[config.mk]
export PLATFORM = sky130hd
export DESIGN_NAME = cpu_run_controller
export DESIGN_NICKNAME = d
export VERILOG_FILES = /design/src/rtl/cpu_run_controller.sv
export SDC_FILE = /design/constraint.sdc
export NUM_CORES = 1
export LEC_CHECK = 0
export ABC_AREA = 1
export CORE_ASPECT_RATIO = 0.8
export CORE_MARGIN = 3
export CORE_UTILIZATION = 50
export CTS_BUF_LIST = sky130_fd_sc_hd__clkbuf_8
export CTS_CLUSTER_SIZE = 25
export DETAILED_ROUTE_END_ITERATION = 8
export PLACE_DENSITY = 0.88
export SLEW_MARGIN = 10
export SYNTH_ARGS = -nofsm -noshare
export SYNTH_HDL_FRONTEND = slang
export SYNTH_SLANG_ARGS = --single-unit
[constraint.sdc]
create_clock -name sysclk -period 1.97 [get_ports sysclk]
set_input_delay 0.394 -clock sysclk [delete_from_list [all_inputs] [get_ports sysclk]]
set_output_delay 0.394 -clock sysclk [all_outputs]
set_load 0.02 [all_outputs]
[src/rtl/cpu_run_controller.sv]
// Run-control sequencer for CPUTop: holds the CPU in reset for RESET_CYCLES, counts
// RUN cycles and retired instructions, and ends the run on an END_REG write or timeout.
module cpu_run_controller #(
    parameter int          RESET_CYCLES   = 4,
    parameter int          TIMEOUT_CYCLES = 200000,
    parameter int          CNT_W          = 32,
    parameter int          END_REG        = 17,
    parameter logic [31:0] PASS_VALUE     = 32'h0000_0001
) (
    input  logic             sysclk,
    input  logic             rst,
    input  logic             restart,
    input  logic             rf_we,
    input  logic [4:0]       rf_waddr,
    input  logic [31:0]      rf_wdata,
    input  logic             retire,
    output logic             cpu_nrst,
    output logic             running,
    output logic             done,
    output logic             pass,
    output logic             fail,
    output logic             timeout,
    output logic [CNT_W-1:0] cycle_count,
    output logic [CNT_W-1:0] retire_count,
    output logic [31:0]      end_value,
    output logic [1:0]       dbg_state
);

    // Timeout runs off its own counter so a narrow, saturating cycle_count cannot hide it.
    localparam int TW = $clog2(TIMEOUT_CYCLES + 1);
    localparam logic [CNT_W-1:0] CNT_MAX = '1;

    typedef enum logic [1:0] {
        S_RESET = 2'd0,
        S_RUN   = 2'd1,
        S_DONE  = 2'd2
    } state_t;

    state_t           state, state_d;
    logic [7:0]       rst_cnt, rst_cnt_d;
    logic [TW-1:0]    run_cnt, run_cnt_d;
    logic [CNT_W-1:0] cyc_d, ret_d;
    logic [31:0]      endv_d;
    logic             pass_d, fail_d, timeout_d;
    logic             end_hit, time_hit;

    always_comb begin
        state_d   = state;
        rst_cnt_d = rst_cnt;
        run_cnt_d = run_cnt;
        cyc_d     = cycle_count;
        ret_d     = retire_count;
        endv_d    = end_value;
        pass_d    = pass;
        fail_d    = fail;
        timeout_d = timeout;
        end_hit   = rf_we && (rf_waddr == 5'(END_REG));
        time_hit  = (run_cnt == TW'(TIMEOUT_CYCLES - 1));
        case (state)
            S_RESET: begin
                rst_cnt_d = rst_cnt + 8'd1;
                run_cnt_d = '0;
                cyc_d     = '0;
                ret_d     = '0;
                if (rst_cnt == 8'(RESET_CYCLES - 1)) state_d = S_RUN;
            end
            S_RUN: begin
                if (retire && (retire_count != CNT_MAX)) ret_d = retire_count + CNT_W'(1);
                // End-of-test beats timeout when both land in the same cycle.
                if (end_hit) begin
                    endv_d  = rf_wdata;
                    pass_d  = (rf_wdata == PASS_VALUE);
                    fail_d  = (rf_wdata != PASS_VALUE);
                    state_d = S_DONE;
                end else if (time_hit) begin
                    timeout_d = 1'b1;
                    state_d   = S_DONE;
                end else begin
                    run_cnt_d = run_cnt + TW'(1);
                    if (cycle_count != CNT_MAX) cyc_d = cycle_count + CNT_W'(1);
                end
            end
            S_DONE: begin
                if (restart) begin
                    state_d   = S_RESET;
                    rst_cnt_d = '0;
                    run_cnt_d = '0;
                    cyc_d     = '0;
                    ret_d     = '0;
                    endv_d    = '0;
                    pass_d    = 1'b0;
                    fail_d    = 1'b0;
                    timeout_d = 1'b0;
                end
            end
            default: state_d = S_RESET;
        endcase
    end

    // done acts as the result-valid strobe: pass/fail/timeout/counters/end_value are
    // meaningful and stable while done=1; there is no ready, the result simply holds.
    always_ff @(posedge sysclk) begin
        if (rst) begin
            state        <= S_RESET;
            rst_cnt      <= '0;
            run_cnt      <= '0;
            cycle_count  <= '0;
            retire_count <= '0;
            end_value    <= '0;
            pass         <= 1'b0;
            fail         <= 1'b0;
            timeout      <= 1'b0;
            cpu_nrst     <= 1'b0;
            running      <= 1'b0;
            done         <= 1'b0;
        end else begin
            state        <= state_d;
            rst_cnt      <= rst_cnt_d;
            run_cnt      <= run_cnt_d;
            cycle_count  <= cyc_d;
            retire_count <= ret_d;
            end_value    <= endv_d;
            pass         <= pass_d;
            fail         <= fail_d;
            timeout      <= timeout_d;
            cpu_nrst     <= (state_d == S_RUN);
            running      <= (state_d == S_RUN);
            done         <= (state_d == S_DONE);
        end
    end

    assign dbg_state = state;

endmodule

# == Word-level counts from Yosys, hierarchy flattened ==
# Index checks and enable logic that the tools add are counted.
# totals
out_inout_bits,104
inputBits,42
ff_bits,129
elab_cells,73
# classes
addsub,4
n_reduce_logical,12
muxes,28
n_eq_ne,18
# op_table
operator,count
two-way mux 32 bit,6
case mux 32 bit (3 select lines),2
"adder 32 x 1 -> 32 bit, second input constant",2
"!= test 32 bit, second input constant",2
case mux 32 bit (2 select lines),1
two-way mux 18 bit,3
case mux 18 bit (3 select lines),1
"equality test 32 x 1 -> 1 bit, second input constant",1
"!= test 32 x 1 -> 1 bit, second input constant",1
"adder 18 x 1 -> 18 bit, second input constant",1
"equality test 18 bit, second input constant",1
case mux 8 bit (2 select lines),1
"!= test 2 bit, second input constant",7
"adder 8 x 1 -> 8 bit, second input constant",1
"equality test 8 x 2 -> 1 bit, second input constant",1
two-way mux 2 bit,4
two-way mux 8 bit,1
AND reduction 4 bit,2
case mux 1 bit (2 select lines),3
case mux 2 bit (3 select lines),1
AND reduction 3 bit,2
"equality test 5 bit, second input constant",1
two-way mux 1 bit,5
AND reduction 5 bit,1
other kinds (7),11

# == Depth between registers and ports, before layout ==
# Gate-level depths: netlist of the first run.
# depth
depth_word,5
mapped_depth,13
ltp_nobuf,13

# == Least setup slack after synthesis of the first run ==
# OpenSTA, ideal clock, no wires.
# synth_timing
kind,register -> register
startpoint,register cycle_count[0]
endpoint,register cycle_count[20]
synth_period_minus_slack_ns,1.878
stages_incl_launch_ff,12
setup_ns,0.112
n_path_buf,1
required_ns,1.858
arrival_time_ns,1.766
path_slack_ns,0.092
path_cell_list,dfxtp_1 ha_1 nand2_2 nor2_2 nand2_2 nor2_4 nand4_2 nand3_4 buf_6 nor2_1 nor2_1 nor2_1
# synth_between
elab_chain_cells,5
word_cells_on_any_way,8
cone_classes,add/sub (1); eq/ne (2); mux (4); reduce/logical (1)
# synth_lines
item,line,rtl
start: declaration,23,"output logic [CNT_W-1:0] cycle_count,"
start signal: assignment,120,cycle_count <= cyc_d;
adder 32 x 1 -> 32 bit,80,if (cycle_count != CNT_MAX) cyc_d = cycle_count + CNT_W'(1);
two-way mux 32 bit,80,
two-way mux 32 bit,75,end else if (time_hit) begin
two-way mux 32 bit,70,if (end_hit) begin
case mux 32 bit (3 select lines),59,case (state)
# Several ways; a longest one is shown, not always the timed one. The select of a mux whose other input is x is not followed.
# A chain may end at the register's enable or synchronous reset.

# == Final worst setup path of the first run ==
# layout_timing
startpoint,register cycle_count[20]
endpoint,output cycle_count[20]
# No word-level cell between the ends.

==> qor.csv, run 1 <==
metric,value,unit
Die Ht,117,um
worst vdd ir,482,uV
Area Growth Syn to Fin,30.4,%
share of the synthesized area in the top cell type,33.8,%
RePlAce Congestion,0.973,
hold buffer count at cts,0,
R2R Setup Slk,140,ps
status,finished clean,
Worst EP required,1580,ps
RSZ-0062 raised after global routing,true,
P_leak,4.21,nW
worst-skew pair later-pin latency,460,ps
relative slew slack,52.0,%
met2 wire len,10300,um
fin worst setup slack,53.6,ps
period utilization,97.3,%
Post-DRT Antenna Nets,0,
first-pass GRT wire length,37300,um
worst path buffer plus inverter count,1,
clk slew on worst S/H paths,90,ps
layout cells sized above 1,9.62,%
Clock Sinks,129,
R2R cell count,11,
Post-Synth Adder-Cell Area,0.655,%
multiplexer share of the synthesized area,0,%
slowest CP cell,clkdlybuf4s50_1,
# setup viols final,0,
chip width,144,um
via density per instance,5.42,
initial antenna violation count,0,
CP max FO,5,
largest family of logic cells by synthesized area,simple AND/OR/NAND/NOR gates,
Slowest Stage Delay on Critical Path,640,ps
post-synthesis compound-gate area fraction,10.6,%
synth top area cells,"dfxtp_1, nand2_1, nor2_1",
Startpoint Class,flop,
critical path class,reg -> out,
H-tree Lvls,4,
die area,0.0168,sq mm
most frequent cells in the layout,"nand2_1, nor2_1, dfxtp_1, inv_1, clkdlybuf4s50_1",
clk_skew,11.8,ps
worst hold endpoint,retire_count[5],
reg2reg end,cycle_count[23],
DP Wirelength,16300,um
antenna diode count,0,
hold depth,2,
"Cell Chain, Critical Path",clkdlybuf4s50_1,
FP Rows,39,
post-synthesis sequential area ratio,33.8,%
PortBufs,145,
clock tree buffer depth,2,
pwr/cell area,538,mW/mm^2
GRT Residual Overflow,0,
cells after synthesis,1246,
pre-CTS WS,-450,ps
Top Ports,146,
min-delay src,rst,
FF-to-FF Start,cycle_count[0],
met1 wire length,9920,um
setup TNS,0,ps
wire length on met3,2050,um
Max Cap Violations,0,
arrival time worst endpoint,1520,ps
fin nets,1457,
DR iter-0 viols,993,
CTS Buf Count,17,
Yosys reg bits,129,
post-synthesis net count,1292,
number of global-route vias before repair,7933,
synthesized cell area,0.00764,sq mm
Final Slew Violations,0,
dominant cell type by area after synthesis,dfxtp_1,
Netlist cell types,40,
Max Used Layer,met4,
"most common cell after layout, fill and taps aside",nand2_1,
via count,8720,
Mean Syn Cell Area,6.13,sq um
CP endpoint kind,output pin,
Fmax,0.522,GHz
core area,0.0146,sq mm
Total GRT Usage,27.1,%
Top delay family on crit path,buffers and inverters,
Starting Density,52.4,%
largest net degree at the start of global routing,49,
drt first pass iters,5,
final WL,22700,um
Clock Tree Root,clkbuf_8,
post-synthesis xor/xnor area fraction,1.26,%
final core utilization,68.2,%
post-synthesis simple-gate area fraction,43.9,%
Syn. warnings,0,
DR DRC count,0,
Final Hold Violating Endpoints,0,
worst min-delay path class,in -> reg,
drt wl/cell,14.1,um
worst slew pin tran,718,ps
TritonCTS clock tree,built,
crit path time final,1920,ps
## cell families (layout without fill, tap and decap cells)
| kind of cell | count (synthesis) | after routing |
|---|---|---|
| and+or+nand+nor | 788 | 788 |
| buffers and inverters | 167 | 345 |
| AOI/OAI and AO/OA | 147 | 147 |
| DFF | 129 | 129 |
| xor gates and xnor gates | 11 | 11 |
| adders and majority gates | 4 | 4 |
## cell usage after synthesis, drive strengths merged
cell type / instances
xor2: 9
o21bai: 2
o21ai: 34
and3: 3
nor2: 238
a21oi: 100
a32o: 1
a211oi: 3
a22oi: 2
and2: 1
nor3b: 2
o311a: 2
nand4: 40
nor3: 20
xnor2: 2
o31ai: 1
inv: 119
buf: 29
nand3: 69
nor4: 7
clkbuf: 19
o22ai: 2
dfxtp: 129
ha: 4
nand2: 408
## cell type report
class                      count  area [sq um]
fill                        1264          4630
multi-input combinational    950          4360
sequential                   129          2590
timing repair buffer         194          1960
inverter                     119           449
clock buffer                  17           234
tap                          184           230
clock inverter                15           138
## flip-flops by register name, summed over array words and instances (netlist names)
name / cells
run_cnt: 18
dbg_state: 2
fail: 1
pass: 1
timeout: 1
running: 1
rst_cnt: 8
retire_count: 32
cycle_count: 32
end_value: 32
done: 1
## where the power goes
group / total (W) / switching, W / internal (W)
combinational: 0.000497 / 0.000283 / 0.000214
clock: 0.00220 / 0.00127 / 0.000932
sequential: 0.00266 / 0.0000264 / 0.00263
## metrics by stage
stage	total power [W]	instances	hold WS [ps]	cell area [sq um]
after global placement	0.00319	1571	447	9440
after floorplan	0.00299	1246	454	7640
after detailed placement	0.00321	1571	453	9440
after CTS	0.00538	1603	244	9790
after global routing	0.00556	1608	254	9960
final	0.00535	1608	260	9960
## what timing repair did
| action | CTS | global route |
|---|---|---|
| buffers inserted | 0 | 5 |
| gates resized for setup | 24 | 50 |
| pin swaps | 0 | 3 |
| endpoints found under the hold margin | 0 | 0 |
| endpoints found under the setup margin | 56 | 96 |
## metal layers
layer	up-vias	track usage [%]
met5	-	0
met4	0	8.20
met3	52	6.55
met2	400	43.1
met1	3956	36.6
li1	4312	-
## worst max path at each step
stage	startpoint	endpoint	slack (ps)	depth (start not counted)
after floorplan	cycle_count[0]	cycle_count[20]	90	11
after global placement	rf_waddr[3]	fail	-330	7
after detailed placement	rf_waddr[2]	end_value[2]	-450	7
after CTS	dbg_state[1]	dbg_state[1]	2	1
after global routing	retire_count[0]	retire_count[19]	-40	10
final	cycle_count[20]	cycle_count[20]	50	1
Power figures use the tool's default switching activity.
==> run 2, diff against run 1 <==
- CORE_UTILIZATION: 50 -> 43
- CTS_CLUSTER_DIAMETER: default -> 80
- PLACE_DENSITY: 0.88 -> 0.79
==> qor.csv, run 2 (synthesis results as in run 1) <==
metric,value,unit,change
most frequent cells in the layout,"nand2_1, nor2_1, dfxtp_1, inv_1, clkdlybuf4s50_1",,
final core utilization,59.2,%,-9.0 points
final cell count without fillers,1650,,+2.6%
top flop regs,"cycle_count x32, end_value x32, retire_count x32",,
"most common cell after layout, fill and taps aside",nand2_1,,
drt wl/cell,14.0,um,-0.85%
fin worst setup slack,24.5,ps,-29.1 ps
Final Hold Violating Endpoints,0,,unchanged
Final Slew Violations,0,,unchanged
worst slew pin tran,706,ps,-12.3 ps
worst-skew pair later-pin latency,470,ps,about the same
crit path time final,1950,ps,+29.1 ps
Startpoint Class,flop,,
worst min-delay path class,in -> reg,,
Starting Density,45.0,%,-7.4 points
GRT Residual Overflow,0,,unchanged
Die Ht,125,um,+7.4%
Fmax,0.514,GHz,-1.5%
Worst EP required,1580,ps,about the same
PortBufs,145,,unchanged
via count,8572,,-1.7%
# setup viols final,0,,unchanged
"Cell Chain, Critical Path",clkdlybuf4s50_1,,
CTS Buf Count,17,,unchanged
hold buffer count at cts,0,,unchanged
critical path class,reg -> out,,
drt first pass iters,5,,unchanged
pre-CTS WS,-414,ps,+36.0 ps
RePlAce Congestion,0.917,,-5.7%
antenna diode count,0,,unchanged
Total GRT Usage,22.9,%,-4.1 points
cell count after placement,1617,,+2.9%
DP Wirelength,16600,um,+1.6%
core area,0.0170,sq mm,+16%
relative slew slack,52.8,%,+0.82 points
initial antenna violation count,0,,unchanged
DR iter-0 viols,780,,-21%
worst path buffer plus inverter count,1,,unchanged
layout cells sized above 1,10.2,%,+0.59 points
CP max FO,4,,-1
clk_skew,12.3,ps,+0.493 ps
worst vdd ir,397,uV,-18%
largest net degree at the start of global routing,51,,+4.1%
DR DRC count,0,,unchanged
TritonCTS clock tree,built,,
status,finished clean,,
Clock Tree Root,clkbuf_8,,
clk slew on worst S/H paths,90,ps,about the same
clock tree buffer depth,2,,unchanged
number of global-route vias before repair,7754,,-2.3%
WHS,409,ps,+148 ps
Top Ports,146,,unchanged
H-tree Lvls,4,,unchanged
fin nets,1463,,+0.41%
Post-DRT Antenna Nets,0,,unchanged
FILL cells,1604,,+27%
Max Cap Violations,0,,unchanged
via density per instance,5.20,,-4.2%
Clock Sinks,129,,unchanged
slowest CP cell,clkdlybuf4s50_1,,
final WL,23100,um,+1.7%
first-pass GRT wire length,37300,um,-0.11%
Top delay family on crit path,buffers and inverters,,
chip width,155,um,+7.5%
CP endpoint kind,output pin,,
area of the multi-input gates,0.00437,sq mm,+0.11%
arrival time worst endpoint,1550,ps,+30 ps
total power,0.00554,W,+3.5%
FP Rows,42,,+7.7%
Area Growth Syn to Fin,31.5,%,
P_leak,4.12,nW,-2.1%
Slowest Stage Delay on Critical Path,650,ps,about the same
period utilization,98.8,%,+1.5 points
pwr/cell area,551,mW/mm^2,+2.5%
register area,0.00259,sq mm,about the same
die area,0.0194,sq mm,+15%
[run 2: worst reg2reg max path, cell delays in order, from the launching register on]
cell and delay [ps]:
dfxtp_2 360, ha_2 220, nand2_2 80, nor2_4 130
nand3_2 110, nor2_4 170, nand3_4 110, nand2_2 100
nand2_4 80, buf_12 170, nand2_1 70, nand2_1 50
a21oi_1 130
[run 2: final cells by class]
type / count / area share [%]
clock buffer: 18 / 2.47
multi-input combinational: 950 / 43.4
timing repair buffer: 200 / 19.6
inverter: 119 / 4.45
clock inverter: 14 / 1.54
sequential: 129 / 25.8
tap: 220 / 2.74
[run 2: metrics by stage]
stage	setup TNS, ps	instance area, sq um
floorplan	0	7640
global placement	-15100	9560
detailed placement	-18740	9560
CTS	0	9930
global route	-13.8	10000
finish	0	10000
[run 2: metal layers]
| metal | global-route usage, % | wire, um | vias up | share of wire [%] |
|---|---|---|---|---|
| met4 | 5.97 | 267 | 0 | 1.2 |
| met1 | 33.6 | 10900 | 3846 | 47 |
| met5 | 0 | 0 | - | 0 |
| met3 | 4.63 | 1910 | 30 | 8.3 |
| li1 | - | - | 4333 | - |
| met2 | 34.5 | 10000 | 363 | 43 |
[run 2: timing repair]
action,in CTS,in global routing
endpoints found under the setup margin,63,89
resized for setup,32,39
setup buffers,0,1
pin swaps,0,1
[run 2: final timing paths]
| kind | start | to | slack (ps) | cells past startpoint |
|---|---|---|---|---|
| hold / removal | rst | cycle_count[10] | 410 | 3 |
| hold reg to reg | end_value[20] | end_value[20] | 470 | 2 |
| setup / recovery | dbg_state[1] | dbg_state[1] | 20 | 1 |
| setup reg to reg | retire_count[1] | retire_count[10] | 110 | 12 |
[run 2: where the power goes]
part / switching, W / internal [W]
registers: 0.0000241 / 0.00263
clock network: 0.00129 / 0.00110
logic: 0.000285 / 0.000213
total: 0.00160 / 0.00394
==> run 3, diff against run 2 <==
- CELL_PAD_IN_SITES_DETAIL_PLACEMENT: default -> 1
- CELL_PAD_IN_SITES_GLOBAL_PLACEMENT: default -> 1
- CORE_UTILIZATION: 43 -> 37
- CTS_CLUSTER_DIAMETER: 80 -> 120
- PLACE_DENSITY: 0.79 -> 0.93
==> qor.csv, run 3 (synthesis results as in run 1) <==
metric,value,unit,change
final WL,29300,um,+27%
FILL cells,2699,,+68%
Die Ht,135,um,+7.4%
R2R cell count,11,,-1
# setup viols final,0,,unchanged
total power,0.00562,W,+1.3%
Critical Path Start,retire_count[6],,
relative slew slack,51.3,%,-1.5 points
cell count after placement,1681,,+4.0%
DR DRC count,0,,unchanged
Startpoint Class,flop,,
DR iter-0 viols,496,,-36%
"Cell Chain, Critical Path","nand2_1, inv_1, nand3_4, nor2_4, nand3_4, nand2_8, nand2_8, buf_4, nand2_1, nand2_1, a21oi_1",,
P_leak,4.25,nW,+3.0%
Area Growth Syn to Fin,36.0,%,
Slowest Stage Delay on Critical Path,420,ps,-230 ps
period utilization,99.6,%,+0.84 points
most frequent cells in the layout,"nand2_1, nor2_1, dfxtp_1, inv_1, a21oi_1",,
worst min-delay path class,in -> reg,,
clock tree buffer depth,2,,unchanged
worst path buffer plus inverter count,2,,+1
via count,9149,,+6.7%
Final Hold Violating Endpoints,0,,unchanged
via density per instance,5.32,,+2.3%
chip width,167,um,+7.5%
DP Wirelength,20700,um,+25%
PortBufs,145,,unchanged
drt wl/cell,17.0,um,+22%
worst slew pin tran,728,ps,+22.5 ps
GRT Residual Overflow,0,,unchanged
first-pass GRT wire length,46200,um,+24%
worst hold endpoint,run_cnt[17],,
die area,0.0224,sq mm,+15%
FP Rows,46,,+9.5%
Max Cap Violations,0,,unchanged
Starting Density,38.1,%,-6.9 points
antenna diode count,0,,unchanged
R2R Setup Slk,8,ps,-100 ps
Clock Sinks,129,,unchanged
worst-skew pair later-pin latency,470,ps,about the same
CP endpoint kind,flop,,
CTS Buf Count,17,,unchanged
number of global-route vias before repair,9371,,+21%
largest net degree at the start of global routing,48,,-5.9%
Worst EP required,2360,ps,+780 ps
pwr/cell area,541,mW/mm^2,-1.9%
Post-DRT Antenna Nets,0,,unchanged
Fmax,0.510,GHz,-0.84%
final core utilization,51.8,%,-7.4 points
Most common cell on crit path,nand2_1,,
core area,0.0200,sq mm,+18%
top flop regs,"cycle_count x32, end_value x32, retire_count x32",,
FF-to-FF Start,retire_count[6],,
crit path time final,1960,ps,+16.5 ps
final cell count without fillers,1721,,+4.3%
critical path class,reg -> reg,,
TritonCTS clock tree,built,,
H-tree Lvls,4,,unchanged
slowest CP cell,dfxtp_1,,
Total GRT Usage,24.7,%,+1.8 points
status,finished clean,,
reg2reg end,retire_count[10],,
clk slew on worst S/H paths,90,ps,about the same
RePlAce Congestion,0.904,,-1.4%
layout cells sized above 1,12.7,%,+2.5 points
worst vdd ir,323,uV,-19%
min-delay src,rst,,
Clock Tree Root,clkbuf_8,,
"most common cell after layout, fill and taps aside",nand2_1,,
arrival time worst endpoint,2360,ps,+810 ps
hold buffer count at cts,0,,unchanged
RSZ-0062 raised after global routing,true,,
hold depth,4,,+1
pre-CTS WS,-574,ps,-159 ps
clk_skew,18.5,ps,+6.14 ps
Final Slew Violations,0,,unchanged
fin nets,1490,,+1.8%
fin worst setup slack,7.98,ps,-16.5 ps
initial antenna violation count,0,,unchanged
Top Ports,146,,unchanged
CP max FO,13,,+9
Top delay family on crit path,simple AND/OR/NAND/NOR gates,,
drt first pass iters,5,,unchanged
## run 3: cell count changes in the layout (fill, tap and decap cells not counted), sizes merged, moves of 2 or more
cell,delta
buf,+26
dlygate4sd2,+9
clkdlybuf4s50,-5
dlymetal6s2s,-4
clkinvlp,+2
inv,-2
## run 3: report_power, final
group / internal (W) / switching, W
sequential: 0.00263 / 0.0000245
clock: 0.00106 / 0.00134
combinational: 0.000236 / 0.000325
## run 3: final cells by class
class                           instances  area (sq um)  area share [%]
Multi-Input combinational cell        951          4450            42.8
Sequential cell                       129          2590            25.0
Timing Repair Buffer                  226          2160            20.8
Inverter                              119           453            4.36
Tap cell                              264           330            3.18
Clock buffer                           17           234            2.25
Clock inverter                         15           163            1.57
## run 3: tightest hold or removal path, cell delays in order
cell,delay [ps]
buf_2,150
nor2_1,110
nand2_1,80
nor2_1,40
## run 3: worst max-delay path by stage
| stage | to | slack [ps] | cells after the start |
|---|---|---|---|
| 2_1_floorplan | cycle_count[20] | 90 | 11 |
| 3_3_place_gp | fail | -440 | 7 |
| 3_5_place_dp | end_value[13] | -570 | 7 |
| 4_1_cts | retire_count[12] | 4 | 2 |
| 5_1_grt | retire_count[10] | -80 | 11 |
| 6_report | retire_count[10] | 8 | 11 |
## run 3: layer usage
layer  GRT usage [%]  part of all wire [%]
met4            5.86                   1.5
met3            5.24                   5.7
met5               0                     0
met2            42.8                    48
met1            31.9                    45
## run 3: through the flow
step	area, sq um	TNS, ps	hold slack [ps]
3_5_place_dp	9750	-30200	461
5_1_grt	10400	-516	335
2_1_floorplan	7640	0	454
4_1_cts	10100	0	312
6_report	10400	0	342
3_3_place_gp	9750	-20610	447
## run 3: repair_timing
action                                  in CTS  in global routing
resized for setup                           44                 60
endpoints found under the hold margin        0                  0
pin swaps                                    0                  9
endpoints found under the setup margin      82                 89
setup buffers                                0                  7
gates cloned                                 0                  1
